<file path="config.mk">
export PLATFORM = sky130hd
export DESIGN_NAME = trivium_lite_rx
export DESIGN_NICKNAME = d
export VERILOG_FILES = /design/src/rtl/trivium_lite_pkg.sv /design/src/rtl/trivium_lite_ksgen.sv /design/src/rtl/trivium_lite_rx.sv
export SDC_FILE = /design/constraint.sdc
export NUM_CORES = 1
export LEC_CHECK = 0
export CORE_ASPECT_RATIO = 1.1
export CORE_MARGIN = 2
export CORE_UTILIZATION = 59
export CTS_BUF_LIST = sky130_fd_sc_hd__clkbuf_2
export CTS_CLUSTER_DIAMETER = 200
export DETAILED_ROUTE_END_ITERATION = 10
export PLACE_DENSITY = 0.88
export SYNTH_ARGS = -nofsm -noshare
export SYNTH_HDL_FRONTEND = slang
export SYNTH_SLANG_ARGS = --single-unit
export TNS_END_PERCENT = 10
</file>
<file path="constraint.sdc">
create_clock -name clk -period 3.8 [get_ports clk]
set_clock_uncertainty 0.1 [all_clocks]
set_input_delay 0.38 -clock clk [delete_from_list [all_inputs] [get_ports clk]]
set_output_delay 0.38 -clock clk [all_outputs]
set_load 0.005 [all_outputs]
</file>
<file path="src/rtl/trivium_lite_pkg.sv">
// Shared definitions for the trivium_lite cipher. The transmitter and receiver both
// import this package, so the seed expansion and step rules exist in one place only.
package trivium_lite_pkg;

    typedef enum logic [1:0] {
        IDLE    = 2'd0,
        GEN     = 2'd1,
        WAIT_CT = 2'd2,
        EMIT    = 2'd3
    } tl_state_e;

    typedef struct packed {
        logic [7:0] s1;
        logic [7:0] s2;
        logic [7:0] s3;
    } tl_regs_t;

    localparam logic [7:0] INIT_S1      = 8'h01;
    localparam logic [7:0] INIT_S2      = 8'h02;
    localparam logic [7:0] INIT_S3      = 8'h03;
    localparam logic [7:0] SEED_XOR     = 8'hA5;
    localparam logic [7:0] SEED_RSVD_LO = 8'h00;
    localparam logic [7:0] SEED_RSVD_HI = 8'hFF;

    function automatic logic seed_is_reserved(input logic [7:0] seed);
        return (seed == SEED_RSVD_LO) || (seed == SEED_RSVD_HI);
    endfunction

    function automatic tl_regs_t seed_expand(input logic [7:0] seed);
        tl_regs_t r;
        r.s1 = seed;
        r.s2 = {~seed[3:0], seed[7:4]};
        r.s3 = seed ^ SEED_XOR;
        return r;
    endfunction

    function automatic logic key_bit(input tl_regs_t r);
        return r.s1[0] ^ r.s2[0] ^ r.s3[0];
    endfunction

    function automatic tl_regs_t step_regs(input tl_regs_t r);
        tl_regs_t n;
        n.s1 = {r.s1[6:0], r.s2[0] ^ r.s3[1]};
        n.s2 = {r.s2[6:0], r.s3[3] ^ r.s1[1]};
        n.s3 = {r.s3[6:0], r.s1[5] ^ r.s2[2]};
        return n;
    endfunction

endpackage

</file>
<file path="src/rtl/trivium_lite_ksgen.sv">
// Keystream byte generator: holds the cipher registers and shifts one key bit per
// step; done marks the eighth step, after which ks holds a complete byte.
module trivium_lite_ksgen
    import trivium_lite_pkg::*;
(
    input  logic       clk,
    input  logic       rst_n,
    input  logic       load,
    input  logic [7:0] seed,
    input  logic       step,
    output logic       done,
    output logic [7:0] ks
);

    tl_regs_t   regs_q, regs_d;
    logic [7:0] ks_q, ks_d;
    logic [2:0] step_q, step_d;

    // Load restarts the bit counter so an aborted byte never leaks into the next seed.
    always_comb begin
        regs_d = regs_q;
        ks_d   = ks_q;
        step_d = step_q;
        if (load) begin
            regs_d = seed_expand(seed);
            step_d = 3'd0;
        end else if (step) begin
            regs_d = step_regs(regs_q);
            ks_d   = {ks_q[6:0], key_bit(regs_q)};
            step_d = step_q + 3'd1;
        end
    end

    always_ff @(posedge clk or negedge rst_n) begin
        if (!rst_n) begin
            regs_q <= {INIT_S1, INIT_S2, INIT_S3};
            ks_q   <= 8'h00;
            step_q <= 3'd0;
        end else begin
            regs_q <= regs_d;
            ks_q   <= ks_d;
            step_q <= step_d;
        end
    end

    assign done = step && !load && (step_q == 3'd7);
    assign ks   = ks_q;

endmodule

</file>
<file path="src/rtl/trivium_lite_rx.sv">
// Receive-side trivium_lite decryptor: regenerates the keystream from the shared seed,
// optionally verifies a sync header, and hands plaintext bytes out over valid/ready.
module trivium_lite_rx
    import trivium_lite_pkg::*;
#(
    parameter bit         CHECK_SYNC = 1'b1,
    parameter logic [7:0] SYNC_BYTE  = 8'hA5,
    parameter int         CNT_W      = 16
) (
    input  logic             clk,
    input  logic             rst_n,
    input  logic             seed_valid,
    input  logic [7:0]       seed,
    input  logic             abort,
    input  logic             ct_valid,
    input  logic [7:0]       ct_data,
    output logic             ct_ready,
    output logic             pt_valid,
    output logic [7:0]       pt_data,
    input  logic             pt_ready,
    output logic             locked,
    output logic             sync_err,
    output logic [CNT_W-1:0] byte_cnt
);

    tl_state_e        state_q, state_d;
    logic [7:0]       pt_data_q, pt_data_d;
    logic             locked_q, locked_d;
    logic             sync_err_q, sync_err_d;
    logic             hdr_pending_q, hdr_pending_d;
    logic [CNT_W-1:0] byte_cnt_q, byte_cnt_d;
    logic             ks_load, ks_step, ks_done;
    logic [7:0]       ks_byte;
    logic [7:0]       ct_plain;

    trivium_lite_ksgen u_ksgen (
        .clk   (clk),
        .rst_n (rst_n),
        .load  (ks_load),
        .seed  (seed),
        .step  (ks_step),
        .done  (ks_done),
        .ks    (ks_byte)
    );

    assign ct_plain = ct_data ^ ks_byte;

    always_comb begin
        state_d       = state_q;
        pt_data_d     = pt_data_q;
        locked_d      = locked_q;
        sync_err_d    = sync_err_q;
        hdr_pending_d = hdr_pending_q;
        byte_cnt_d    = byte_cnt_q;
        ks_load       = 1'b0;
        ks_step       = 1'b0;
        if (abort) begin
            state_d  = IDLE;
            locked_d = 1'b0;
        end else begin
            case (state_q)
                IDLE: begin
                    if (seed_valid && !seed_is_reserved(seed)) begin
                        ks_load       = 1'b1;
                        sync_err_d    = 1'b0;
                        byte_cnt_d    = '0;
                        locked_d      = !CHECK_SYNC;
                        hdr_pending_d = CHECK_SYNC;
                        state_d       = GEN;
                    end
                end
                GEN: begin
                    ks_step = 1'b1;
                    if (ks_done) state_d = WAIT_CT;
                end
                WAIT_CT: begin
                    if (ct_valid) begin
                        if (hdr_pending_q) begin
                            // Header is swallowed either way; a mismatch means the seeds disagree.
                            if (ct_plain == SYNC_BYTE) begin
                                locked_d      = 1'b1;
                                hdr_pending_d = 1'b0;
                                state_d       = GEN;
                            end else begin
                                sync_err_d = 1'b1;
                                locked_d   = 1'b0;
                                state_d    = IDLE;
                            end
                        end else begin
                            pt_data_d = ct_plain;
                            state_d   = EMIT;
                        end
                    end
                end
                EMIT: begin
                    if (pt_ready) begin
                        byte_cnt_d = byte_cnt_q + CNT_W'(1);
                        state_d    = GEN;
                    end
                end
                default: state_d = IDLE;
            endcase
        end
    end

    always_ff @(posedge clk or negedge rst_n) begin
        if (!rst_n) begin
            state_q       <= IDLE;
            pt_data_q     <= 8'h00;
            locked_q      <= 1'b0;
            sync_err_q    <= 1'b0;
            hdr_pending_q <= 1'b0;
            byte_cnt_q    <= '0;
        end else begin
            state_q       <= state_d;
            pt_data_q     <= pt_data_d;
            locked_q      <= locked_d;
            sync_err_q    <= sync_err_d;
            hdr_pending_q <= hdr_pending_d;
            byte_cnt_q    <= byte_cnt_d;
        end
    end

    assign ct_ready = (state_q == WAIT_CT);
    assign pt_valid = (state_q == EMIT);
    assign pt_data  = pt_data_q;
    assign locked   = locked_q;
    assign sync_err = sync_err_q;
    assign byte_cnt = byte_cnt_q;

endmodule

</file>
# Word level (Yosys, flattened, before mapping)
# Cells that the tools add are included.
[op_classes]
add_sub_neg = 2
n_eq_ne = 16
muxes = 35
bitwise = 11
reduce_logical = 19
[ops]
columns = ["operator", "n"]
rows = [
  ["$mux 22", 2],
  ["$mux 16", 2],
  ["$pmux 16 s2", 1],
  ["$reduce_and 4->1", 5],
  ["$mux 1", 18],
  ["$add 16x1->16 const B", 1],
  ["$eq 8x8->1 const B", 2],
  ["$mux 2", 6],
  ["$ne 3x3->1 const B", 3],
  ["$logic_not 8->1", 1],
  ["$not 4->4", 2],
  ["$pmux 2 s4", 1],
  ["$xor 8x8->8", 1],
  ["$mux 3", 2],
  ["$ne 2x2->1 const B", 3],
  ["$ne 3x2->1 const B", 2],
  ["$pmux 1 s2", 3],
  ["$reduce_and 6->1", 1],
  ["$reduce_bool 2->1", 3],
  ["$xor 1x1->1", 5],
  ["$eq 2x2->1 const B", 2],
  ["$ne 2x1->1 const B", 2],
  ["$add 3x1->3 const B", 1],
  ["$eq 3x3->1 const B", 1],
  ["other kinds (8)", 13],
]
[totals]
regBits = 60
output_inout_bits = 28
elab_cells = 94

# Logic depth before layout (Yosys ltp)
# Gate-level depths: netlist of run 1.
[logic_depth]
depth_word = 13
ltp_mapped = 9
ltp_nobuf = 7

# Cells and area by module
# From an unflattened synthesis of run 1, not the netlist that was laid out.
[unflattened]
hier_cells = 283
area_unflattened_um2 = 3006.6
[modules_own_cells]
columns = ["module", "n_inst", "cells_each", "area_per_inst_um2"]
rows = [
  ["trivium_lite_rx", 1, 192, 1869.3],
  ["trivium_lite_ksgen", 1, 91, 1137.3],
]

# Worst setup path after synthesis of run 1
# OpenSTA, ideal clock, no wires.
[synth_timing]
path_type = "reg-to-reg"
start = "register state_q[0]"
end = "register byte_cnt_q[13], in the netlist byte_cnt[13]"
setup_ns = 0.121
t_arrival_ns = 1.825
required_time_ns = 3.579
slack_ns = 1.753
path_stages_with_launch = 9
path_buffers = 3
period_less_slack_ns = 2.047
path_cell_list = "dfrtp_1 > ha_1 > buf_6 > mux2i_1 > or2_1 > buf_2 > buf_4 > o31a_1 > o22a_1"
[synth_via]
elab_chain_len = 3
word_cells_on_any_way = 7
classes_between = "eq/ne: 3; mux: 1; reduce/logical: 3"
[synth_rtl]
columns = ["element", "line", "source"]
rows = [
  ["start: declaration", "trivium_lite_rx.sv:26", "tl_state_e state_q, state_d;"],
  ["start signal: assignment", "trivium_lite_rx.sv:115", "state_q <= state_d;"],
  ["$eq 2x2->1 *", "-", ""],
  ["via pt_valid", "trivium_lite_rx.sv:18", "output logic pt_valid,"],
  ["$ne 2x1->1 (no line) or $reduce_bool 2->1 (tied branches)", "-", ""],
  ["$reduce_and 4->1 (no line)", "-", ""],
  ["end signal: assignment", "trivium_lite_rx.sv:120", "byte_cnt_q <= byte_cnt_d;"],
  ["end: declaration", "trivium_lite_rx.sv:31", "logic [CNT_W-1:0] byte_cnt_q, byte_cnt_d;"],
]
# The timed path passes the listed nets; every way through them passes the cells marked *.
# A chain may end at the register's enable or synchronous reset.

# Worst setup path in the final report of run 1
[layout_timing]
start = "register state_q[0]"
end = "register byte_cnt_q[3], in the netlist byte_cnt[3]"
[layout_via]
elab_chain_len = 3
word_cells_on_any_way = 7
classes_between = "eq/ne: 3; mux: 1; reduce/logical: 3"
[layout_rtl]
columns = ["element", "line", "source"]
rows = [
  ["$eq 2x2->1 or $logic_not 2->1 (tied branches)", "trivium_lite_rx.sv:61", "case (state_q)"],
  ["$ne 2x1->1 (no line) (tied with other cells)", "-", ""],
  ["$reduce_and 4->1 (no line)", "-", ""],
]
# Several ways; a longest one is shown, not always the timed one.

==> summary.json, run 1 <==
{
  "run_status": {
    "run_status": "completed"
  },
  "drt": {
    "vias_per_cell": 5.97,
    "drc": 0,
    "wl_um": 6170,
    "post_detailed_route_wirelength_per_cell_um": 15.4,
    "detail-route-antenna-nets": 0,
    "routed-via-count": 2395,
    "initialDrtViolationCount": 180,
    "detailed_router_iteration_count_before_antenna_repair": 4
  },
  "clock_network": {
    "cts-htree-levels": 2,
    "cts_made_buffers": 5,
    "clk_pin_slew_worst_paths_ps": 280,
    "cts.sink_count": 53,
    "cts-root-buf": "sky130_fd_sc_hd__clkbuf_2",
    "cts_tree": "yes",
    "post_cts_buffers": 0,
    "clock_tree.buffer_depth": 2,
    "cts_hold_repair.buffers": 1,
    "cts_repair_resize_count": 0,
    "clk_latency_ps": 460
  },
  "pwr": {
    "power_per_cell_area_mw_per_mm2": 481,
    "static-leakage-power_nw": 1.45,
    "vdd.ir_drop.worst_v": 0.000392
  },
  "final_layout": {
    "area_taken_by_multi_input_logic_gates_sq_mm": 0.00147,
    "layout.area.seq_sq_mm": 0.00133,
    "design.final.nets": 373,
    "area_growth_pct": 19.5,
    "fin_cells": 401,
    "antennaDiodeCount": 0,
    "final.fill_count": 350,
    "layout-drive-gt1-share_pct": 8.99
  },
  "setup_path": {
    "cp-end-kind": "register",
    "worst-path-max-fanout": 16,
    "worst_ep_arrival_time_ps": 2800,
    "worstRegToRegCells": 7,
    "critical_path.reg2reg.startpoint": "state_q[0]",
    "crit_type": "reg -> reg",
    "cp_data_required_time_ps": 4120,
    "worst_setup_path_startpoint": "state_q[0]",
    "cp-start-kind": "register"
  },
  "die": {
    "rows": 26,
    "boundaryPins": 50,
    "floorplan.initialDensity_pct": 61.9,
    "die_height_um": 77.8,
    "coreArea_sq_mm": 0.00472,
    "design.die.area_sq_mm": 0.00553,
    "die_width_um": 71.1
  },
  "synth": {
    "synth_seq_area_share_pct": 45.6,
    "synth-main-ff-cell": "sky130_fd_sc_hd__dfrtp_1",
    "combined_area_of_all_synthesized_cells_sq_mm": 0.00292,
    "netlist.area_leader.share_pct": 42.0,
    "synth_top_family_by_area": "simple AND/OR/NAND/NOR gates",
    "post_synth_mux_area_share_pct": 7.54,
    "post_synth_fa_ha_maj_area_fraction_pct": 3.00,
    "number_of_enable_type_register_cells_in_the_synthesized_netlist": 0,
    "post_synth_xor_area_fraction_pct": 4.20,
    "synth_seq_cells": 53,
    "yosys_warnings": 0,
    "post_synth.cell_area_avg_sq_um": 9.77,
    "count_of_unique_library_cells_instantiated_by_yosys": 51,
    "synth_simple_gate_area_share_pct": 19.9,
    "netlist_instances": 299,
    "postSynthNetCount": 328,
    "compound_gate_fraction_of_synth_area_pct": 15.6,
    "synth_area_leader_cell": "sky130_fd_sc_hd__dfrtp_1",
    "synth.top_cells.by_area": "sky130_fd_sc_hd__dfrtp_1 (42%), sky130_fd_sc_hd__nand2_1 (5.0%), sky130_fd_sc_hd__a21oi_1 (4.1%)",
    "share_of_synthesized_registers_carrying_an_async_set_or_reset_pct": 100
  },
  "place": {
    "final_weighted_congestion_in_routability_driven_placement": 0.809,
    "io_buffers": 49,
    "placed_cells": 392,
    "dp_hpwl_um": 4510
  },
  "timing": {
    "timing.hold.ws_ps": 286,
    "grt_setup_unrepaired": "false",
    "worst_case_headroom_to_the_max_slew_limit_pct": 48.4,
    "tns_ps": 0,
    "finalCritPeriodShare_pct": 65.3,
    "finalSetupViolations": 0,
    "tightest_slew_ps": 771,
    "finalWorstPathRequiredPeriod_ps": 2480,
    "fmax_ghz": 0.403,
    "hold_viol": 0,
    "final-max-slew-violation-count": 0
  },
  "hold_path": {
    "hold_class": "in -> async"
  },
  "global_routing": {
    "via_count_of_the_first_global_routing_pass": 2368,
    "grt_start_max_net_pins": 31,
    "total_routing_usage_gr_pct": 24.2,
    "grt_overflow_total": 0,
    "grt_pass1_wl_um": 10700,
    "antenna_found_initial": 0
  },
  "job": {
    "max_cap_viol_count": 0
  }
}
==> cell usage after synthesis, types with 2 or more instances <==
library cell / n
sky130_fd_sc_hd__a21oi_1: 24
sky130_fd_sc_hd__a31oi_1: 8
sky130_fd_sc_hd__and2_1: 4
sky130_fd_sc_hd__and4_1: 2
sky130_fd_sc_hd__buf_2: 5
sky130_fd_sc_hd__buf_4: 4
sky130_fd_sc_hd__buf_6: 2
sky130_fd_sc_hd__clkbuf_1: 5
sky130_fd_sc_hd__dfrtp_1: 49
sky130_fd_sc_hd__dfstp_2: 4
sky130_fd_sc_hd__ha_1: 7
sky130_fd_sc_hd__inv_1: 6
sky130_fd_sc_hd__mux2_2: 4
sky130_fd_sc_hd__mux2_4: 7
sky130_fd_sc_hd__mux2i_1: 7
sky130_fd_sc_hd__nand2_1: 39
sky130_fd_sc_hd__nand2b_1: 4
sky130_fd_sc_hd__nand3_1: 4
sky130_fd_sc_hd__nand4_1: 7
sky130_fd_sc_hd__nor2_1: 18
sky130_fd_sc_hd__nor2b_1: 5
sky130_fd_sc_hd__nor3_1: 2
sky130_fd_sc_hd__nor4_1: 6
sky130_fd_sc_hd__o211ai_1: 2
sky130_fd_sc_hd__o21ai_0: 13
sky130_fd_sc_hd__o21ai_1: 5
sky130_fd_sc_hd__o22a_1: 2
sky130_fd_sc_hd__o31a_1: 2
sky130_fd_sc_hd__o31ai_1: 6
sky130_fd_sc_hd__or2_1: 2
sky130_fd_sc_hd__or3_1: 7
sky130_fd_sc_hd__or4_1: 6
sky130_fd_sc_hd__xnor2_1: 9
sky130_fd_sc_hd__xor2_1: 5
==> final timing paths <==
path,end,slack [ps]
max in group asynchronous,u_ksgen.regs_q[16],2460
hold / removal,byte_cnt[10],290
min in group clk,u_ksgen.regs_q[0],410
hold reg to reg,u_ksgen.regs_q[9],440
setup / recovery,byte_cnt[3],1320
setup reg to reg,byte_cnt[3],1320
==> per-stage QoR <==
step,area (sq um),power [mW],utilization [%],setup slack [ps]
after CTS,3490,1.68,74.0,1320
after detailed placement,3410,1.39,72.4,1040
final,3490,1.68,74.0,1320
after global placement,3410,1.37,72.4,1110
after floorplan,2920,1.24,-,1750
after global routing,3490,1.80,74.0,1090
==> metal layers <==
metal	up-vias	routed length [um]	global-route usage, %
li1	1163	-	-
met1	1170	2700	31.1
met2	54	3170	41.2
met3	8	226	3.38
met4	0	75	9.06
met5	-	0	0
==> cells by family after synthesis <==
kind of cell	Yosys count
multiplexers	18
AND/OR/NAND/NOR	111
flip-flops	53
XOR/XNOR	14
adder cells (fa/ha/maj)	7
buffers and inverters	23
AO/OA/AOI/OAI	73
==> flip-flops by register name, indices dropped and copies added, names as in the netlist <==
name	flops
byte_cnt	16
locked	1
sync_err	1
u_ksgen.regs_q	13
state_q	2
u_ksgen.step_q	3
u_ksgen.ks	8
pt_data	8
hdr_pending_q	1
==> critical path, stage by stage (launching register included) <==
cell and delay, ps:
sky130_fd_sc_hd__dfrtp_1 480, sky130_fd_sc_hd__inv_1 120, sky130_fd_sc_hd__ha_1 400, sky130_fd_sc_hd__mux2i_1 170, sky130_fd_sc_hd__or2_1 430, sky130_fd_sc_hd__nor4_1 430
sky130_fd_sc_hd__o21ai_0 170, sky130_fd_sc_hd__a21oi_1 150
==> layout by cell type, fill, tap and decap left out, types with 5 or more instances in the layout <==
master and n:
sky130_fd_sc_hd__o21ai_0 13, sky130_fd_sc_hd__a31oi_1 8, sky130_fd_sc_hd__xnor2_1 9, sky130_fd_sc_hd__buf_4 5
sky130_fd_sc_hd__nand4_1 7, sky130_fd_sc_hd__a21oi_1 24, sky130_fd_sc_hd__nand2_1 39, sky130_fd_sc_hd__mux2_4 7
sky130_fd_sc_hd__inv_1 6, sky130_fd_sc_hd__ha_1 7, sky130_fd_sc_hd__clkdlybuf4s50_1 48, sky130_fd_sc_hd__o21ai_1 5
sky130_fd_sc_hd__mux2i_1 7, sky130_fd_sc_hd__nor4_1 6, sky130_fd_sc_hd__dfrtp_1 49, sky130_fd_sc_hd__xor2_1 5
sky130_fd_sc_hd__or4_1 6, sky130_fd_sc_hd__nor2_1 18, sky130_fd_sc_hd__or3_1 7, sky130_fd_sc_hd__o31ai_1 6
sky130_fd_sc_hd__nor2b_1 5, sky130_fd_sc_hd__clkbuf_2 5
==> power by group <==
part	internal (mW)	switching (mW)	total, mW
Sequential	0.706	0.108	0.814
Clock	0.109	0.182	0.290
Combinational	0.276	0.301	0.576
==> area by class of cell <==
type	instances	area share, %
well taps	56	2.01
repair buffers	55	15.3
clock buffers	5	0.717
multi-input cells	223	42.0
flip-flops and latches	53	38.1
clock inverters	3	1.18
inverters	6	0.645
(Power assumes the default switching activity.)
==> run 2, diff against run 1 <==
- CORE_UTILIZATION: 59 -> 50
- PLACE_DENSITY: 0.88 -> 0.79
- clock period: 3.8 -> 2 ns (I/O delays scaled with it)
==> run 2 against run 1 <==
  * The run now ends with setup timing left
  * Critical path depth did not move
  * Wire length rose by 23%
  * Global-route usage fell by 0.29 points
  * First-iteration DRC count fell by 13%
  * Combinational power rose to 2.6 times the previous value
  * Via count rose by 10%
  * Clock power rose by 140%
  * Utilization fell by 1.8 points
  * Register-to-register slack got worse by 1500 ps
  * Count of clock-buffer cells in the layout did not move
  * Sequential power rose by 90%
  * Sequential share of layout area fell by 5.7 points
==> summary.json, run 2 (synthesis results as in run 1) <==
{
  "setup_path": {
    "worst-path-max-fanout": 5,
    "flop_to_flop_setup_slack_ps": -180,
    "critPathTopFamily": "simple AND/OR/NAND/NOR gates",
    "cp_data_required_time_ps": 2330,
    "crit_type": "reg -> reg",
    "worst_ep_arrival_time_ps": 2520,
    "critPathMaxStageDelay_ps": 520,
    "crit_buf_inv": 1,
    "cp-start-kind": "register",
    "cp-end-kind": "register",
    "cpMaxStageDelayCell": "sky130_fd_sc_hd__dfrtp_2",
    "crit_chain": "ha_4 -> mux2i_4 -> nor4b_2 -> a31oi_2 -> buf_4 -> or4_4 -> nand2_2"
  },
  "clock_network": {
    "clk_latency_ps": 480,
    "cts-htree-levels": 2,
    "cts_made_buffers": 5,
    "cts_tree": "yes",
    "clock_tree.buffer_depth": 2,
    "cts-root-buf": "sky130_fd_sc_hd__clkbuf_2",
    "cts.sink_count": 53,
    "clk_pin_slew_worst_paths_ps": 300
  },
  "timing": {
    "grt_setup_unrepaired": "true",
    "finalCritPeriodShare_pct": 109,
    "tightest_slew_ps": 527,
    "worst_case_headroom_to_the_max_slew_limit_pct": 64.8,
    "finalWorstPathRequiredPeriod_ps": 2180,
    "finalSetupViolations": 9,
    "hold_viol": 0,
    "timing.final.ws_setup_ps": -183,
    "final-max-slew-violation-count": 0,
    "timing.hold.ws_ps": 56.9,
    "fmax_ghz": 0.458
  },
  "final_layout": {
    "area_growth_pct": 40.8,
    "final_common_cell": "sky130_fd_sc_hd__dfrtp_1",
    "design_area_sq_mm": 0.00411,
    "antennaDiodeCount": 0,
    "layout-drive-gt1-share_pct": 28.2,
    "final_cell_mix": "sky130_fd_sc_hd__dfrtp_1 (47), sky130_fd_sc_hd__clkdlybuf4s50_1 (46), sky130_fd_sc_hd__buf_4 (39)",
    "design.final.nets": 418,
    "fin_cells": 467,
    "max_reg_flops": 16
  },
  "job": {
    "max_cap_viol_count": 0
  },
  "die": {
    "floorplan.initialDensity_pct": 51.3,
    "die_width_um": 76.9,
    "boundaryPins": 50,
    "design.die.area_sq_mm": 0.00647,
    "coreArea_sq_mm": 0.00570,
    "die_height_um": 84.2,
    "rows": 29
  },
  "pwr": {
    "total_power_mw": 3.73,
    "p_int_mw": 2.46,
    "sequentialPowerShare_pct": 41.7,
    "switching_share_pct": 34.1,
    "power.share.combinational_pct": 39.4,
    "power_per_cell_area_mw_per_mm2": 906,
    "static-leakage-power_nw": 1.74,
    "power.clock.fraction_pct": 19.0,
    "power.net_switching_mw": 1.27,
    "vdd.ir_drop.worst_v": 0.000532
  },
  "drt": {
    "wl_um": 7590,
    "detail-route-antenna-nets": 0,
    "drc": 0,
    "post_detailed_route_wirelength_per_cell_um": 16.3,
    "routed-via-count": 2644,
    "detailed_router_iteration_count_before_antenna_repair": 4,
    "vias_per_cell": 5.66,
    "initialDrtViolationCount": 156
  },
  "global_routing": {
    "grt_overflow_total": 0,
    "grt_start_max_net_pins": 24,
    "via_count_of_the_first_global_routing_pass": 2710,
    "grt_pass1_wl_um": 12300,
    "total_routing_usage_gr_pct": 23.9,
    "antenna_found_initial": 0
  },
  "place": {
    "dp_hpwl_um": 5220,
    "placed_cells": 454,
    "place_worst_setup_slack_ps": -295,
    "final_weighted_congestion_in_routability_driven_placement": 0.840,
    "post_dp_cell_area_sq_mm": 0.00378,
    "io_buffers": 49
  },
  "hold_path": {
    "hold_class": "in -> async"
  },
  "run_status": {
    "failed_checks": "setup timing",
    "run_status": "finished, violations left"
  }
}
run 2: changes by cell type in the layout (fill, tap and decap cells not counted), sizes merged:
cell           delta
buf              +44
clkdlybuf4s15     +2
clkdlybuf4s50     -2
bufinv            +1
clkbuf            +1
clkinvlp          -1
run 2: power groups by stage:
stage / combinational [mW] / sequential [mW] / clock [mW]
floorplan: 0.852 / 1.51 / 0
finish: 1.47 / 1.55 / 0.707
global route: 1.60 / 1.59 / 0.753
detailed placement: 1.29 / 1.56 / 0
CTS: 1.37 / 1.55 / 0.704
global placement: 1.25 / 1.55 / 0
run 2: path summary, 6_finish.rpt:
kind                       depth (start not counted)              start            endpoint
setup / recovery                                   7         state_q[0]         byte_cnt[6]
hold / removal                                     2              rst_n        byte_cnt[11]
setup reg to reg                                   7         state_q[0]         byte_cnt[6]
hold reg to reg                                    2  u_ksgen.regs_q[9]   u_ksgen.regs_q[9]
max in group asynchronous                          3              rst_n  u_ksgen.regs_q[16]
min in group clk                                   3            seed[0]   u_ksgen.regs_q[0]
run 2: layout make-up:
| cell class | count | area (sq um) |
|---|---|---|
| multi-input cells | 223 | 1650 |
| fillers | 424 | 1580 |
| flip-flops and latches | 53 | 1330 |
| repair buffers | 100 | 925 |
| well taps | 77 | 96.3 |
| clock inverters | 3 | 65.1 |
| clock buffers | 5 | 25.0 |
| inverters | 6 | 22.5 |
run 2: stage by stage:
step / util [%] / TNS (ps)
after global routing: 72.2 / -1660
after CTS: 69.8 / -525
after floorplan: - / -14.8
after detailed placement: 66.3 / -5720
after global placement: 66.3 / -4780
final: 72.2 / -815
run 2: repair_timing:
item,in CTS,in global routing
hold buffers,1,0
gates cloned,1,0
hold endpoints to repair,49,0
buffers inserted,2,1
gates resized for setup,20,34
endpoints found under the setup margin,35,46
pin swaps,3,16
run 2: metal layers:
metal  share of wire [%]  GRT usage (%)  vias to the layer above
li1                    -              -                     1258
met1                  39           28.9                     1275
met2                  54           42.1                       89
met3                 4.6           4.09                       22
met4                 2.5           9.92                        0
met5                   0              0                        -
